### config.mk
export PLATFORM = sky130hd
export DESIGN_NAME = seven_seg_debug_display_flat
export DESIGN_NICKNAME = d
export VERILOG_FILES = /design/src/rtl/display_pkg.sv /design/src/rtl/seven_seg_debug_display_if.sv /design/src/rtl/button_debouncer.sv /design/src/rtl/seven_seg_debug_display.sv /design/src/flat_wrapper.sv
export SDC_FILE = /design/constraint.sdc
export NUM_CORES = 1
export LEC_CHECK = 0
export BUFFER_PORTS_ARGS = -buffer_cell sky130_fd_sc_hd__buf_2
export CORE_UTILIZATION = 45
export DETAILED_ROUTE_END_ITERATION = 8
export MAX_ROUTING_LAYER = met4
export PLACE_DENSITY = 0.62
export SLEW_MARGIN = 0
export SYNTH_ARGS = -nofsm -noshare
export SYNTH_HDL_FRONTEND = slang
export SYNTH_HIERARCHICAL = 1
export SYNTH_SLANG_ARGS = --single-unit
### constraint.sdc
create_clock -name Clk -period 5 [get_ports Clk]
set_input_delay 0.5 -clock Clk [delete_from_list [all_inputs] [get_ports Clk]]
set_output_delay 0.5 -clock Clk [all_outputs]
set_load 0.005 [all_outputs]
### src/rtl/display_pkg.sv
// Shared types and constants for the seven-segment debug display: mode
// encoding, hex-to-segment lookup and output reset values.
package display_pkg;

    typedef enum logic [1:0] {
        SHOW_V0 = 2'b01,
        SHOW_V1 = 2'b10,
        SHOW_PC = 2'b11
    } mode_e;

    localparam logic [7:0] AN_RESET  = 8'hFF;
    localparam logic [6:0] SEG_RESET = 7'h7F;

    // Active-low {g,f,e,d,c,b,a}; element [0] is the code for nibble 0.
    localparam logic [15:0][6:0] HEX_SEG = {
        7'b0001110, 7'b0000110, 7'b0100001, 7'b1000110,
        7'b0000011, 7'b0001000, 7'b0010000, 7'b0000000,
        7'b1111000, 7'b0000010, 7'b0010010, 7'b0011001,
        7'b0110000, 7'b0100100, 7'b1111001, 7'b1000000
    };

    function automatic logic [6:0] hex_to_seg(input logic [3:0] nib);
        return HEX_SEG[nib];
    endfunction

endpackage

### src/rtl/seven_seg_debug_display_if.sv
// Bundle of processor debug values, button/freeze controls and display
// drive lines; slave is the display side, master is whoever drives it.
interface seven_seg_debug_display_if;

    logic [31:0] PCValue;
    logic [31:0] v0;
    logic [31:0] v1;
    logic        ModeBtn;
    logic        Freeze;
    logic [7:0]  An;
    logic [6:0]  Seg;
    logic        Dp;
    logic [1:0]  ModeLed;

    modport master (
        output PCValue, v0, v1, ModeBtn, Freeze,
        input  An, Seg, Dp, ModeLed
    );

    modport slave (
        input  PCValue, v0, v1, ModeBtn, Freeze,
        output An, Seg, Dp, ModeLed
    );

endinterface

### src/rtl/button_debouncer.sv
// Synchronizes a raw push-button and accepts a new level only after it has
// been stable for DEBOUNCE_CYCLES cycles; emits a one-cycle press on 0->1.
module button_debouncer #(
    parameter int DEBOUNCE_CYCLES = 1000000
) (
    input  logic Clk,
    input  logic Rst,
    input  logic btn_raw,
    output logic level,
    output logic press
);

    localparam int CW = $clog2(DEBOUNCE_CYCLES);
    localparam logic [CW-1:0] CNT_MAX = CW'(DEBOUNCE_CYCLES - 1);

    logic          sync1_q, sync1_d;
    logic          sync2_q, sync2_d;
    logic          level_q, level_d;
    logic          press_q, press_d;
    logic [CW-1:0] cnt_q, cnt_d;

    // The count only survives while the synchronized input disagrees with
    // the accepted level; any agreeing cycle starts it over.
    always_comb begin
        sync1_d = btn_raw;
        sync2_d = sync1_q;
        level_d = level_q;
        press_d = 1'b0;
        cnt_d   = '0;
        if (sync2_q != level_q) begin
            if (cnt_q == CNT_MAX) begin
                level_d = sync2_q;
                press_d = sync2_q;
            end else begin
                cnt_d = cnt_q + 1'b1;
            end
        end
    end

    always_ff @(posedge Clk or posedge Rst) begin
        if (Rst) begin
            sync1_q <= 1'b0;
            sync2_q <= 1'b0;
            level_q <= 1'b0;
            press_q <= 1'b0;
            cnt_q   <= '0;
        end else begin
            sync1_q <= sync1_d;
            sync2_q <= sync2_d;
            level_q <= level_d;
            press_q <= press_d;
            cnt_q   <= cnt_d;
        end
    end

    assign level = level_q;
    assign press = press_q;

endmodule

### src/rtl/seven_seg_debug_display.sv
// Eight-digit multiplexed hex display of the processor's v0, v1 and PC, with
// a button-selected mode and a freeze input that holds a snapshot.
module seven_seg_debug_display
    import display_pkg::*;
#(
    parameter int REFRESH_DIV     = 100000,
    parameter int DEBOUNCE_CYCLES = 1000000
) (
    input  logic Clk,
    input  logic Rst,
    seven_seg_debug_display_if.slave io
);

    localparam int RW = $clog2(REFRESH_DIV);
    localparam logic [RW-1:0] REFRESH_MAX = RW'(REFRESH_DIV - 1);

    logic [31:0]   cap_v0_q, cap_v0_d;
    logic [31:0]   cap_v1_q, cap_v1_d;
    logic [31:0]   cap_pc_q, cap_pc_d;
    logic [RW-1:0] refresh_q, refresh_d;
    logic [2:0]    idx_q, idx_d;
    mode_e         mode_q, mode_d;
    logic [7:0]    an_q, an_d;
    logic [6:0]    seg_q, seg_d;
    logic          dp_q, dp_d;
    logic [31:0]   shown;
    logic          press;
    logic          btn_level_unused;

    button_debouncer #(
        .DEBOUNCE_CYCLES(DEBOUNCE_CYCLES)
    ) u_button_debouncer (
        .Clk    (Clk),
        .Rst    (Rst),
        .btn_raw(io.ModeBtn),
        .level  (btn_level_unused),
        .press  (press)
    );

    always_comb begin
        mode_d = mode_q;
        if (press) begin
            case (mode_q)
                SHOW_V0: mode_d = SHOW_V1;
                SHOW_V1: mode_d = SHOW_PC;
                SHOW_PC: mode_d = SHOW_V0;
                default: mode_d = SHOW_V0;
            endcase
        end
    end

    // The output register reads the digit index and capture contents from
    // before this edge, giving the two-cycle input-to-display path.
    always_comb begin
        cap_v0_d  = cap_v0_q;
        cap_v1_d  = cap_v1_q;
        cap_pc_d  = cap_pc_q;
        refresh_d = refresh_q + 1'b1;
        idx_d     = idx_q;
        if (!io.Freeze) begin
            cap_v0_d = io.v0;
            cap_v1_d = io.v1;
            cap_pc_d = io.PCValue;
        end
        if (refresh_q == REFRESH_MAX) begin
            refresh_d = '0;
            idx_d     = idx_q + 3'd1;
        end
        case (mode_q)
            SHOW_V1: shown = cap_v1_q;
            SHOW_PC: shown = cap_pc_q;
            default: shown = cap_v0_q;
        endcase
        an_d  = ~(8'b1 << idx_q);
        seg_d = hex_to_seg(shown[{idx_q, 2'b00} +: 4]);
        dp_d  = ~((idx_q == 3'd0) & io.Freeze);
    end

    always_ff @(posedge Clk or posedge Rst) begin
        if (Rst) begin
            cap_v0_q  <= '0;
            cap_v1_q  <= '0;
            cap_pc_q  <= '0;
            refresh_q <= '0;
            idx_q     <= '0;
            mode_q    <= SHOW_V0;
            an_q      <= AN_RESET;
            seg_q     <= SEG_RESET;
            dp_q      <= 1'b1;
        end else begin
            cap_v0_q  <= cap_v0_d;
            cap_v1_q  <= cap_v1_d;
            cap_pc_q  <= cap_pc_d;
            refresh_q <= refresh_d;
            idx_q     <= idx_d;
            mode_q    <= mode_d;
            an_q      <= an_d;
            seg_q     <= seg_d;
            dp_q      <= dp_d;
        end
    end

    assign io.An      = an_q;
    assign io.Seg     = seg_q;
    assign io.Dp      = dp_q;
    assign io.ModeLed = mode_q;

endmodule

### src/flat_wrapper.sv
// flat-port wrapper written by rule: the top's interface ports become plain ports
module seven_seg_debug_display_flat import display_pkg::*;
#(
    parameter int REFRESH_DIV     = 100000,
    parameter int DEBOUNCE_CYCLES = 1000000
)
  (Clk, Rst, io_PCValue, io_v0, io_v1, io_ModeBtn, io_Freeze, io_An, io_Seg, io_Dp, io_ModeLed);
  seven_seg_debug_display_if io_i ();
  input  logic Clk;
  input  logic Rst;
  input wire logic [$bits(io_i.PCValue)-1:0] io_PCValue;
  input wire logic [$bits(io_i.v0)-1:0] io_v0;
  input wire logic [$bits(io_i.v1)-1:0] io_v1;
  input wire logic [$bits(io_i.ModeBtn)-1:0] io_ModeBtn;
  input wire logic [$bits(io_i.Freeze)-1:0] io_Freeze;
  output wire logic [$bits(io_i.An)-1:0] io_An;
  output wire logic [$bits(io_i.Seg)-1:0] io_Seg;
  output wire logic [$bits(io_i.Dp)-1:0] io_Dp;
  output wire logic [$bits(io_i.ModeLed)-1:0] io_ModeLed;
  assign io_i.PCValue = io_PCValue;
  assign io_i.v0 = io_v0;
  assign io_i.v1 = io_v1;
  assign io_i.ModeBtn = io_ModeBtn;
  assign io_i.Freeze = io_Freeze;
  assign io_An = io_i.An;
  assign io_Seg = io_i.Seg;
  assign io_Dp = io_i.Dp;
  assign io_ModeLed = io_i.ModeLed;
  seven_seg_debug_display #(.REFRESH_DIV(REFRESH_DIV), .DEBOUNCE_CYCLES(DEBOUNCE_CYCLES)) u_core (.Clk(Clk), .Rst(Rst), .io(io_i));
endmodule
==> results.toml <==
[routing]
drtIter0Drc = 291
dr.pass1.iters = 5
drcViolationCount = 0
wl_per_cell_um = 17.6
via_per_inst = 5.38
vias = 4983
drt-total-wl_mm = 16.3
drtAntennaViolNets = 0

[clock_network]
cts-resized-gates = 0
cts.sinks = 158
clk_pin_slew_ns = 0.06
clock_path_buffers = 2
postCtsSetupRepairBufs = 0
insertion_delay_ns = 0.43
ctsHoldBuffers = 0
numCtsBuffers = 17
cts_tree = "yes"
root_buffer = "clkbuf_16"
h-tree-depth = 4

[sta]
relSlewSlack_pct = 24.3
fin_crit_sh_pct = 78.9
fmax_mhz = 254
clock_skew_ns = 0.00890
final.setup.tns_ns = 0
post-route-min-period_ns = 3.94
worstMarginPinSlew_ns = 1.14
finalHoldViolations = 0
final_max_slew_viol_count = 0
rsz0062_at_grt = "no"
whs_ns = 0.173
setup-violations-final = 0
worst_slack_ns = 1.06

[flow_run]
maxCapViolCount = 0

[layout]
fill_cells = 1343
final_util_pct = 54.5
drive_gt1_share_pct = 39.7
nets = 814
syn2layout_area_growth_pct = 18.5

[placement]
io_buffer_count = 117
dp_slack_ns = 1.06
place_hpwl_mm = 11.4
gp_congestion = 0.843

[pwr]
internal_power_mw = 2.32
irDropWorstVdd_mv = 0.254
p_per_area_mw_per_mm2 = 352
p_switching_uw = 717
swShare_pct = 23.6
seq_power_share_pct = 47.2
p_leak_nw = 3.76
pwr-share-clk_pct = 44.5
comb_power_share_pct = 8.4

[setup_path]
start_kind = "flop"
path_cells = "ha_1 -> nor2_4 -> a211oi_1 -> a311oi_1 -> a211oi_1 -> a21oi_1 -> inv_1 -> ha_1 -> inv_1 -> mux4_2"
timing.rr.end = "u_core/io.Seg[3]$_DFF_PP1_"
cp-end-kind = "flop"
rrSetupSlack_ns = 1.06
r2r_cells = 10
critPathArrivalTime_ns = 4.28
critPathMaxStageDelay_ns = 0.68
r2r-start = "u_core/io.ModeLed[1]$_DFFE_PP0P_"
path_class = "reg2reg"
cp.required_ns = 5.34
slowest_stage = "nor2_4"
critPathMaxFanout = 27

[synthesis]
synth_nets = 704
yosys.area.top_type = "dfrtp_1"
synth_seq_cells = 158
synth-async-reset-ratio_pct = 100
synthTopCellsByArea = "dfrtp_1 48%, mux2_2 15%, dfstp_2 6.1%"
yosysUniqueCellTypes = 68
synthTopCellsByCount = "141 x dfrtp_1, 96 x mux2_2, 42 x nand2_1"
synth_most_common_cell = "dfrtp_1"
syn_area_per_cell_um2 = 12.4
yosysWarnings = 6
netlist_area_mm2 = 0.00728
synth_flop_cell = "dfrtp_1"
synth_edf_count = 0
ys_seq_area_share_pct = 54.6
synth_cells = 587
yosysTopAreaCellShare_pct = 48.4

[floorplanning]
rows = 46
die_w_um = 129
ios = 118
coreArea_mm2 = 0.0158
die-area_mm2 = 0.0167
start_util_pct = 46.0
die_h_um = 129

[hold_path]
hold_depth = 1
hp-class = "in2reg"
min_from = "io_ModeBtn"
hold_end = "u_core/u_button_debouncer/sync1_q$_DFF_PP0_"

[global_route]
antenna_found_initial = 1
grt_pass1_vias = 5166
grt_max_degree = 78
grt_first_pass_wirelength_mm = 26.5
gr-total-overflow = 0
grt_use_total_pct = 21.9

[outcome]
status = "finished, final reports clean"
## metrics by stage
stage / cells / area, um2 / total power [mW]
6_report: 927 / 8630 / 3.04
5_1_grt: 927 / 8630 / 3.17
4_1_cts: 926 / 8630 / 3.07
3_5_place_dp: 894 / 8010 / 1.71
3_3_place_gp: 894 / 8010 / 1.70
2_1_floorplan: 587 / 7280 / 1.60
## cell families (layout without fill, tap and decap cells)
group                    Yosys count  after routing  synth area share (%)
multiplexers                     103            103                  16.0
XOR/XNOR                          29             29                  3.49
buffers and inverters             49            172                  3.33
AO/OA/AOI/OAI                     94             94                  9.83
AND/OR/NAND/NOR                  137            137                  9.83
flip-flops                       158            158                  54.6
adder cells (fa/ha/maj)           17             17                  2.92
other                              0              1                     0
## routing by layer
layer | global-route usage [%] | part of all wire [%] | vias to the layer above
met2 | 33.2 | 47 | 116
met4 | 9.20 | 2.3 | 0
met1 | 27.6 | 45 | 2501
li1 | - | - | 2340
met3 | 6.07 | 5.7 | 26
met5 | - | 0 | -
## layout by cell type, fill, tap and decap left out, types with 4 or more instances in the layout
cell type  count
a22oi_1       11
xor2_1        12
inv_1         17
xnor2_1       17
nand3_1       17
dfstp_2       17
dfrtp_1      141
mux2_2        96
and3_1         4
or3_1          5
a21oi_1       16
a211oi_1      13
ha_1          17
or4_1          4
o31ai_1        4
nand4_1        8
nand2_1       42
a31oi_1        5
o21ai_0        5
nor2_1        29
buf_4          6
clkbuf_16     17
buf_2        116
a22o_1        15
## cell type report
cell class,count,area [um2],area share [%]
Clock buffer,18,439,5.09
Tap cell,216,270,3.13
Sequential cell,158,3980,46.1
Antenna cell,1,2.50,0.0290
Clock inverter,14,181,2.10
Inverter,18,70.1,0.812
Timing Repair Buffer,122,626,7.25
Multi-Input combinational cell,380,3070,35.5
## registers in the layout, summed over array words and instances (netlist names)
register                           flops
u_core/cap_v1_q                       32
u_core/u_button_debouncer/sync1_q      1
u_core/u_button_debouncer/level        1
u_core/io.ModeLed                      2
u_core/refresh_q                      17
u_core/u_button_debouncer/press        1
u_core/u_button_debouncer/sync2_q      1
u_core/u_button_debouncer/cnt_q       20
u_core/cap_pc_q                       32
u_core/io.Dp                           1
u_core/io.An                           8
u_core/io.Seg                          7
u_core/cap_v0_q                       32
u_core/idx_q                           3
## power by group through the flow
stage          Clock (mW)  Sequential, mW  Combinational (mW)
2_1_floorplan           0            1.43               0.172
3_3_place_gp            0            1.46               0.246
3_5_place_dp            0            1.45               0.256
4_1_cts              1.38            1.43               0.258
5_1_grt              1.44            1.44               0.283
6_report             1.35            1.43               0.254
## how the worst max path moves through the flow
stage | startpoint | endpoint | depth (start not counted)
floorplan | Rst | u_core/cap_pc_q[0]$_DFFE_PP0N_ | 1
global placement | u_core/io.ModeLed[0]$_DFFE_PP1P_ | u_core/io.Seg[3]$_DFF_PP1_ | 10
detailed placement | u_core/io.ModeLed[0]$_DFFE_PP1P_ | u_core/io.Seg[3]$_DFF_PP1_ | 10
CTS | u_core/io.ModeLed[1]$_DFFE_PP0P_ | u_core/io.Seg[3]$_DFF_PP1_ | 10
global route | u_core/io.ModeLed[1]$_DFFE_PP0P_ | u_core/io.Seg[3]$_DFF_PP1_ | 10
finish | u_core/io.ModeLed[1]$_DFFE_PP0P_ | u_core/io.Seg[3]$_DFF_PP1_ | 10
## worst max-delay path, delay by kind of cell (launching register included)
| kind | cells | cell delay, ns |
|---|---|---|
| buffers and inverters | 2 | 0.23 |
| muxes | 1 | 0.45 |
| DFF | 1 | 0.42 |
| adders and majority gates | 2 | 0.93 |
| and+or+nand+nor | 1 | 0.68 |
| AOI/OAI and AO/OA | 4 | 1.12 |
Power figures use the tool's default switching activity.
